**src/rtl/i2c_pkg.sv**
```systemverilog
// Shared definitions for the I2C transaction scheduler.
// Register map of i2c_top, control/status constants, FSM state encoding,
// bus payload struct and a small helper to size requester indices.
package i2c_pkg;

   localparam int unsigned ADDR_W = 32;
   localparam int unsigned DATA_W = 32;
   localparam int unsigned STRB_W = 4;
   localparam int unsigned DEV_W  = 7;
   localparam int unsigned BYTE_W = 8;
   localparam int unsigned TCNT_W = 16;

   localparam logic [ADDR_W-1:0] REG_BITRATE = 32'h0000_001C;
   localparam logic [ADDR_W-1:0] REG_ADDR    = 32'h0000_001D;
   localparam logic [ADDR_W-1:0] REG_DATA    = 32'h0000_001E;
   localparam logic [ADDR_W-1:0] REG_CTRL    = 32'h0000_001F;

   localparam logic [DATA_W-1:0] CTRL_START = 32'h0000_0050;
   localparam int unsigned       STAT_BUSY  = 0;

   localparam logic [STRB_W-1:0] STRB_WR = 4'hF;
   localparam logic [STRB_W-1:0] STRB_RD = 4'h0;

   typedef enum logic [2:0] {
      ST_CFG  = 3'd0,
      ST_IDLE = 3'd1,
      ST_ADDR = 3'd2,
      ST_WDAT = 3'd3,
      ST_CTRL = 3'd4,
      ST_POLL = 3'd5,
      ST_RDAT = 3'd6,
      ST_DONE = 3'd7
   } state_t;

   // One register-bus access as presented to i2c_top
   typedef struct packed {
      logic [ADDR_W-1:0] addr;
      logic [DATA_W-1:0] wdata;
      logic [STRB_W-1:0] wstrb;
   } bus_req_t;

   // Width of a requester index (at least one bit)
   function automatic int unsigned idx_width(input int unsigned n);
      return (n > 1) ? $clog2(n) : 1;
   endfunction

   // Address register payload: 7-bit slave address followed by the R/W bit
   function automatic logic [DATA_W-1:0] addr_word(input logic [DEV_W-1:0] dev,
                                                   input logic rw);
      return DATA_W'({dev, rw});
   endfunction

endpackage

```
**src/rtl/i2c_rr_arbiter.sv**
```systemverilog
// Round-robin arbiter: grants the first asserted request at or after ptr.
// Ports:
//   req     - request levels, one per requester
//   ptr     - index searched first
//   grant_c - one-hot grant (combinational)
//   any_c   - at least one request is asserted (combinational)
module i2c_rr_arbiter #(
   parameter int unsigned N_REQ = 2,
   parameter int unsigned IDX_W = 1
) (
   input  logic [N_REQ-1:0] req,
   input  logic [IDX_W-1:0] ptr,
   output logic [N_REQ-1:0] grant_c,
   output logic             any_c
);

   int unsigned idx;

   // Scan requesters starting at ptr, wrapping modulo N_REQ
   always_comb begin
      grant_c = '0;
      any_c   = 1'b0;
      idx     = 0;
      for (int unsigned k = 0; k < N_REQ; k++) begin
         idx = (32'(ptr) + k) % N_REQ;
         if (!any_c && req[IDX_W'(idx)]) begin
            grant_c[IDX_W'(idx)] = 1'b1;
            any_c                = 1'b1;
         end
      end
   end

endmodule

```
**src/rtl/i2c_txn_scheduler.sv**
```systemverilog
// Arbitrates N_REQ requesters issuing single-byte I2C transactions and runs
// the i2c_top register bus on behalf of the granted requester.
// Optional feature macro: I2C_TIMEOUT_EN (poll timeout with err reporting).
// Ports:
//   clk, rst_n                    - clock, asynchronous active-low reset
//   req, req_dev, req_rw, req_wdata - per-requester request level and payload
//   ack, rdata, err               - one-cycle done pulse, read byte, timeout flag
//   mem_valid/addr/wdata/wstrb    - register bus request to i2c_top
//   mem_rdata, mem_ready          - register bus response from i2c_top
module i2c_txn_scheduler
   import i2c_pkg::*;
#(
   parameter int unsigned N_REQ       = 2,
   parameter int unsigned BITRATE     = 500000,
   parameter int unsigned TIMEOUT_CYC = 65535
) (
   input  logic                    clk,
   input  logic                    rst_n,
   input  logic [N_REQ-1:0]        req,
   input  logic [DEV_W*N_REQ-1:0]  req_dev,
   input  logic [N_REQ-1:0]        req_rw,
   input  logic [BYTE_W*N_REQ-1:0] req_wdata,
   output logic [N_REQ-1:0]        ack,
   output logic [BYTE_W-1:0]       rdata,
   output logic                    err,
   output logic                    mem_valid,
   output logic [ADDR_W-1:0]       mem_addr,
   output logic [DATA_W-1:0]       mem_wdata,
   output logic [STRB_W-1:0]       mem_wstrb,
   input  logic [DATA_W-1:0]       mem_rdata,
   input  logic                    mem_ready
);

   localparam int unsigned IDX_W = idx_width(N_REQ);

   state_t              state;
   logic                bitrate_done;
   logic [IDX_W-1:0]    rr_ptr;
   logic [IDX_W-1:0]    lat_idx;
   logic [N_REQ-1:0]    lat_gnt;
   logic [DEV_W-1:0]    lat_dev;
   logic                lat_rw;
   logic [BYTE_W-1:0]   lat_wdata;
   logic [BYTE_W-1:0]   rd_byte;

   logic [N_REQ-1:0]    grant_c;
   logic                grant_any_c;
   logic [IDX_W-1:0]    grant_idx_c;
   bus_req_t            bus_c;
   logic                bus_state_c;
   logic                unused_c;

`ifdef I2C_TIMEOUT_EN
   logic [TCNT_W-1:0]   tcnt;
   logic                tmo;
   logic                timed_out_c;

   assign timed_out_c = (tcnt >= TCNT_W'(TIMEOUT_CYC));
`else
   assign err = 1'b0;
`endif

   // Upper read-data bits carry nothing this block needs
   assign unused_c = ^{mem_rdata[DATA_W-1:BYTE_W], 32'(TIMEOUT_CYC)};

   i2c_rr_arbiter #(
      .N_REQ (N_REQ),
      .IDX_W (IDX_W)
   ) u_arb (
      .req     (req),
      .ptr     (rr_ptr),
      .grant_c (grant_c),
      .any_c   (grant_any_c)
   );

   // One-hot grant to index
   always_comb begin
      grant_idx_c = '0;
      for (int unsigned i = 0; i < N_REQ; i++) begin
         if (grant_c[i]) grant_idx_c = IDX_W'(i);
      end
   end

   // Bus access owned by each state
   always_comb begin
      bus_c       = '0;
      bus_state_c = 1'b1;
      case (state)
         ST_CFG:  bus_c = '{addr: REG_BITRATE, wdata: DATA_W'(BITRATE), wstrb: STRB_WR};
         ST_ADDR: bus_c = '{addr: REG_ADDR, wdata: addr_word(lat_dev, lat_rw), wstrb: STRB_WR};
         ST_WDAT: bus_c = '{addr: REG_DATA, wdata: DATA_W'(lat_wdata), wstrb: STRB_WR};
         ST_CTRL: bus_c = '{addr: REG_CTRL, wdata: CTRL_START, wstrb: STRB_WR};
         ST_POLL: bus_c = '{addr: REG_CTRL, wdata: '0, wstrb: STRB_RD};
         ST_RDAT: bus_c = '{addr: REG_DATA, wdata: '0, wstrb: STRB_RD};
         default: bus_state_c = 1'b0;
      endcase
   end

   // Transaction sequencer; a new access is only issued while mem_valid is low,
   // which yields the idle cycle after every completed access
   always_ff @(posedge clk or negedge rst_n) begin
      if (!rst_n) begin
         state        <= ST_CFG;
         bitrate_done <= 1'b0;
         rr_ptr       <= '0;
         lat_idx      <= '0;
         lat_gnt      <= '0;
         lat_dev      <= '0;
         lat_rw       <= 1'b0;
         lat_wdata    <= '0;
         rd_byte      <= '0;
         ack          <= '0;
         rdata        <= '0;
         mem_valid    <= 1'b0;
         mem_addr     <= '0;
         mem_wdata    <= '0;
         mem_wstrb    <= '0;
`ifdef I2C_TIMEOUT_EN
         tmo          <= 1'b0;
         err          <= 1'b0;
`endif
      end else begin
         ack <= '0;
`ifdef I2C_TIMEOUT_EN
         err <= 1'b0;
`endif
         case (state)
            ST_IDLE: begin
               if (bitrate_done && grant_any_c) begin
                  lat_gnt   <= grant_c;
                  lat_idx   <= grant_idx_c;
                  lat_dev   <= req_dev[32'(grant_idx_c)*DEV_W +: DEV_W];
                  lat_rw    <= req_rw[grant_idx_c];
                  lat_wdata <= req_wdata[32'(grant_idx_c)*BYTE_W +: BYTE_W];
                  rd_byte   <= '0;
`ifdef I2C_TIMEOUT_EN
                  tmo       <= 1'b0;
`endif
                  state     <= ST_ADDR;
               end
            end
            ST_DONE: begin
               ack    <= lat_gnt;
               rdata  <= lat_rw ? rd_byte : '0;
`ifdef I2C_TIMEOUT_EN
               err    <= tmo;
`endif
               rr_ptr <= (32'(lat_idx) == N_REQ - 1) ? '0 : lat_idx + 1'b1;
               state  <= ST_IDLE;
            end
            default: begin
               if (bus_state_c) begin
                  if (!mem_valid) begin
`ifdef I2C_TIMEOUT_EN
                     if (state == ST_POLL && timed_out_c) begin
                        tmo   <= 1'b1;
                        state <= ST_DONE;
                     end else
`endif
                     begin
                        mem_valid <= 1'b1;
                        mem_addr  <= bus_c.addr;
                        mem_wdata <= bus_c.wdata;
                        mem_wstrb <= bus_c.wstrb;
                     end
                  end else if (mem_ready) begin
                     mem_valid <= 1'b0;
                     mem_wstrb <= '0;
                     case (state)
                        ST_CFG: begin
                           bitrate_done <= 1'b1;
                           state        <= ST_IDLE;
                        end
                        ST_ADDR: state <= lat_rw ? ST_CTRL : ST_WDAT;
                        ST_WDAT: state <= ST_CTRL;
                        ST_CTRL: state <= ST_POLL;
                        ST_POLL: begin
                           if (!mem_rdata[STAT_BUSY]) state <= lat_rw ? ST_RDAT : ST_DONE;
                        end
                        ST_RDAT: begin
                           rd_byte <= mem_rdata[BYTE_W-1:0];
                           state   <= ST_DONE;
                        end
                        default: ;
                     endcase
                  end
               end
            end
         endcase
      end
   end

`ifdef I2C_TIMEOUT_EN
   // Poll budget: cleared in CTRL, counts every POLL cycle, saturates at the limit
   always_ff @(posedge clk or negedge rst_n) begin
      if (!rst_n) begin
         tcnt <= '0;
      end else if (state == ST_CTRL) begin
         tcnt <= '0;
      end else if (state == ST_POLL && !timed_out_c) begin
         tcnt <= tcnt + 1'b1;
      end
   end
`endif

endmodule
```
**config.mk**
```make
export PLATFORM = sky130hd
export DESIGN_NAME = i2c_txn_scheduler
export DESIGN_NICKNAME = d
export VERILOG_FILES = /design/src/rtl/i2c_pkg.sv /design/src/rtl/i2c_rr_arbiter.sv /design/src/rtl/i2c_txn_scheduler.sv
export SDC_FILE = /design/constraint.sdc
export NUM_CORES = 1
export LEC_CHECK = 0
export BUFFER_PORTS_ARGS = -buffer_cell sky130_fd_sc_hd__buf_4
export CORE_UTILIZATION = 42
export CTS_CLUSTER_DIAMETER = 200
export CTS_CLUSTER_SIZE = 40
export DETAILED_ROUTE_END_ITERATION = 12
export PLACE_DENSITY_LB_ADDON = 0.15
export SETUP_SLACK_MARGIN = 0.3
export SKIP_LAST_GASP = 1
export SLEW_MARGIN = 5
export SYNTH_ARGS = -nofsm -noshare
export SYNTH_HDL_FRONTEND = slang
export SYNTH_SLANG_ARGS = --single-unit
```
**constraint.sdc**
```tcl
create_clock -name clk -period 1.7 [get_ports clk]
set_clock_uncertainty 0.05 [all_clocks]
set_input_delay 0.255 -clock clk [delete_from_list [all_inputs] [get_ports clk]]
set_output_delay 0.255 -clock clk [all_outputs]
set_load 0.02 [all_outputs]
```
==> summary.md <==
| Metric | Value |
|---|---|
| Clock Tree Root | `clkbuf_8` |
| Area delta synth->final | `33.9%` |
| Max Cap Viol | `0` |
| Dpl ws | `-0.0321 ns` |
| Pre-antenna DRT Iters | `4` |
| Die W | `86.5 um` |
| Start of the worst register-to-register path | `state[1]` |
| Synthesized area | `3000 um2` |
| Crit Path Class | `reg -> reg` |
| Worst endpoint required time | `1.85 ns` |
| Synthesized flop and latch total | `55` |
| CP endpoint | `lat_gnt[0]` |
| Outcome | `complete, no violations` |
| Initial antenna violation count | `0` |
| Fmax achieved | `0.627 GHz` |
| Final layout net count | `~480` |
| Min-Delay Startpoint | `mem_rdata[5]` |
| First-pass GRT wire length | `9.87 mm` |
| # port buffers | `78` |
| Final min period | `1.59 ns` |
| Die height | `roughly 87 um` |
| CTS max path bufs | `2` |
| CP max FO | `4` |
| Die area | `roughly 7500 um2` |
| R2R Setup Slk | `0.11 ns` |
| Cell area after layout | `4020 um2` |
| Gr ovfl total | `0` |
| Post-synth cell types | `38` |
| Peak VDD IR | `731 uV` |
| DR vias/cell | `4.61` |
| Pwr Density | `1810 nW/um2` |
| Sequential element share of the synthesized area | `between 40% and 50%` |
| Post-synth EDFFs | `0` |
| CTS clk-pin slew, worst paths | `0.10 ns` |
| Routed wire length | `between 6 and 7 mm` |
| Max Slew Vio Count | `0` |
| Worst Setup Start Kind | `flop` |
| Final hold vios | `0` |
| Most frequent cells in the layout | `buf_4, dfrtp_1, conb_1` |
| FILL cells | `between 600 and 700` |
| Clock Sinks | `55` |
| Final period utilization | `93.8%` |
| H-tree depth | `2` |
| Hold Crit Class | `in -> reg` |
| RSZ-0062 raised after global routing | `yes` |
| Core Area | `just under 7000 um2` |
| Syn. warnings | `0` |
| CTS tree | `built` |
| Ant. Diodes | `0` |
| Final Wtd Congestion | `0.728` |
| CP Capture Type | `flop` |
| Post-DR wirelength/cell | `12.6 um` |
| Reg2reg end | `lat_gnt[0]` |
| Syn_area_per_cell | `9.29 um2` |
| CTS buffer count | `5` |
| Most common cell after layout, fill and taps aside | `buf_4` |
| Detailed-route via count | `2335` |
| DR DRC count | `0` |
| GRT Total Usage | `between 10% and 20%` |
| Drt initial violations | `118` |
| DPL Wire Length | `4.17 mm` |
| Worst-Skew Late Latency | `0.30 ns` |
| Std-Cell Rows | `30` |
| Layout cell share with drive strength beyond 1 | `40.0%` |
| Worst Tran Pin Value | `0.691 ns` |
| Vias in the first global route | `2049` |
| Hold_ws | `0.124 ns` |
| Detail Route Antenna Nets | `0` |
| Rel. slew slack | `between 50% and 60%` |
| Initial core utilization | `43.9%` |
| Leak | `1.98 nW` |
| Worst EP arrival | `~1.7 ns` |
| Syn Inst Count | `323` |
| Critical Path Start | `state[1]` |
| Finished Core Util | `58.8%` |
| Final setup violating endpoints | `0` |
| Area of the multi-input gates | `roughly 1500 um2` |
| Post-DP Area | `approximately 3500 um2` |
| Setup WS post-layout | `0.106 ns` |
| Largest net degree at the start of global routing | `56` |
| Worst Reg-to-Reg Cells | `3` |
| Asr flop ratio synth | `100%` |
| Ports | `149` |
| Seq. cell area | `1380 um2` |
| Prevailing post-synth register cell | `dfrtp_1` |
worst max-delay path, stage by stage (launching register included):
cell and delay, ns:
dfrtp_1 0.40, or3b_4 0.42, or2_4 0.30, mux2_4 0.31
report_power, final:
part / internal (mW) / switching (mW) / total, mW
Sequential: 1.87 / 0.403 / 2.27
Clock: 0.288 / 0.432 / 0.719
Combinational: 2.03 / 2.27 / 4.30
sequential cells by signal, indices dropped and copies added (netlist names):
name and flops:
bitrate_done 1, lat_wdata 8, ack 2, lat_gnt 1
mem_addr 3, rdata 8, state 3, lat_idx 1
lat_dev 7, mem_wstrb 1, lat_rw 1, mem_valid 1
rr_ptr 1, rd_byte 8, mem_wdata 9
layout make-up:
type	count	area share, %
Multi-Input combinational cell	234	36.3
Sequential cell	55	34.2
Timing Repair Buffer	109	23.8
Tap cell	96	2.99
Clock buffer	5	1.71
Clock inverter	3	0.498
Inverter	4	0.436
how the worst min path moves through the flow:
stage                  to  slack [ns]  cells past startpoint
2_1_floorplan      ack[0]       -0.09                      0
3_5_place_dp       ack[1]        0.30                      1
6_report       rd_byte[5]        0.12                      3
5_1_grt        rd_byte[5]        0.12                      3
3_3_place_gp       ack[0]        0.30                      1
4_1_cts        rd_byte[5]        0.12                      3
routing by layer:
metal	global-route usage [%]	share of wire, %	vias up
met5	0	0	-
met2	27.9	48	80
met1	23.3	46	1095
met3	2.86	4.7	5
li1	-	-	1155
met4	4.09	0.89	0
logic make-up (layout without fill, tap and decap cells):
logic type                after synthesis  in the layout  share of synthesized area (%)
other                                   1             46                          0.125
buffers and inverters                  80            121                           18.6
and+or+nand+nor                        92             92                           13.1
AOI/OAI and AO/OA                      74             75                           15.1
DFF                                    55             55                           45.9
xor gates and xnor gates                1              1                          0.292
muxes                                  20             20                           6.92
cells in the mapped netlist, drive strengths merged, types with 2 or more instances:
library cell	count	share of area, %
buf	68	17
dfrtp	55	46
nand2	55	6.9
o21ai	42	8.3
mux2i	17	5.7
nor2	17	2.1
a21oi	16	2.7
clkbuf	8	1.0
a22oi	6	1.5
and2	3	0.63
inv	3	0.38
mux2	3	1.3
nand3	3	0.50
nor2b	3	0.63
nor3	3	0.50
o211ai	3	0.75
a31o	2	0.58
or2	2	0.42
repair_timing:
item,CTS,global route
pin swaps,4,6
resized for setup,22,35
hold buffers,1,0
buffers inserted,2,8
gates cloned,2,3
endpoints found under the setup margin,38,45
hold endpoints to repair,55,0
per-stage QoR:
stage	total power, mW	TNS, ns	instances
after CTS	6.75	0	495
after floorplan	4.74	-0.600	368
final	7.29	0	506
after global routing	7.82	0	506
after detailed placement	5.61	-0.118	482
after global placement	5.53	-0.154	482
Power figures use the tool's default switching activity.
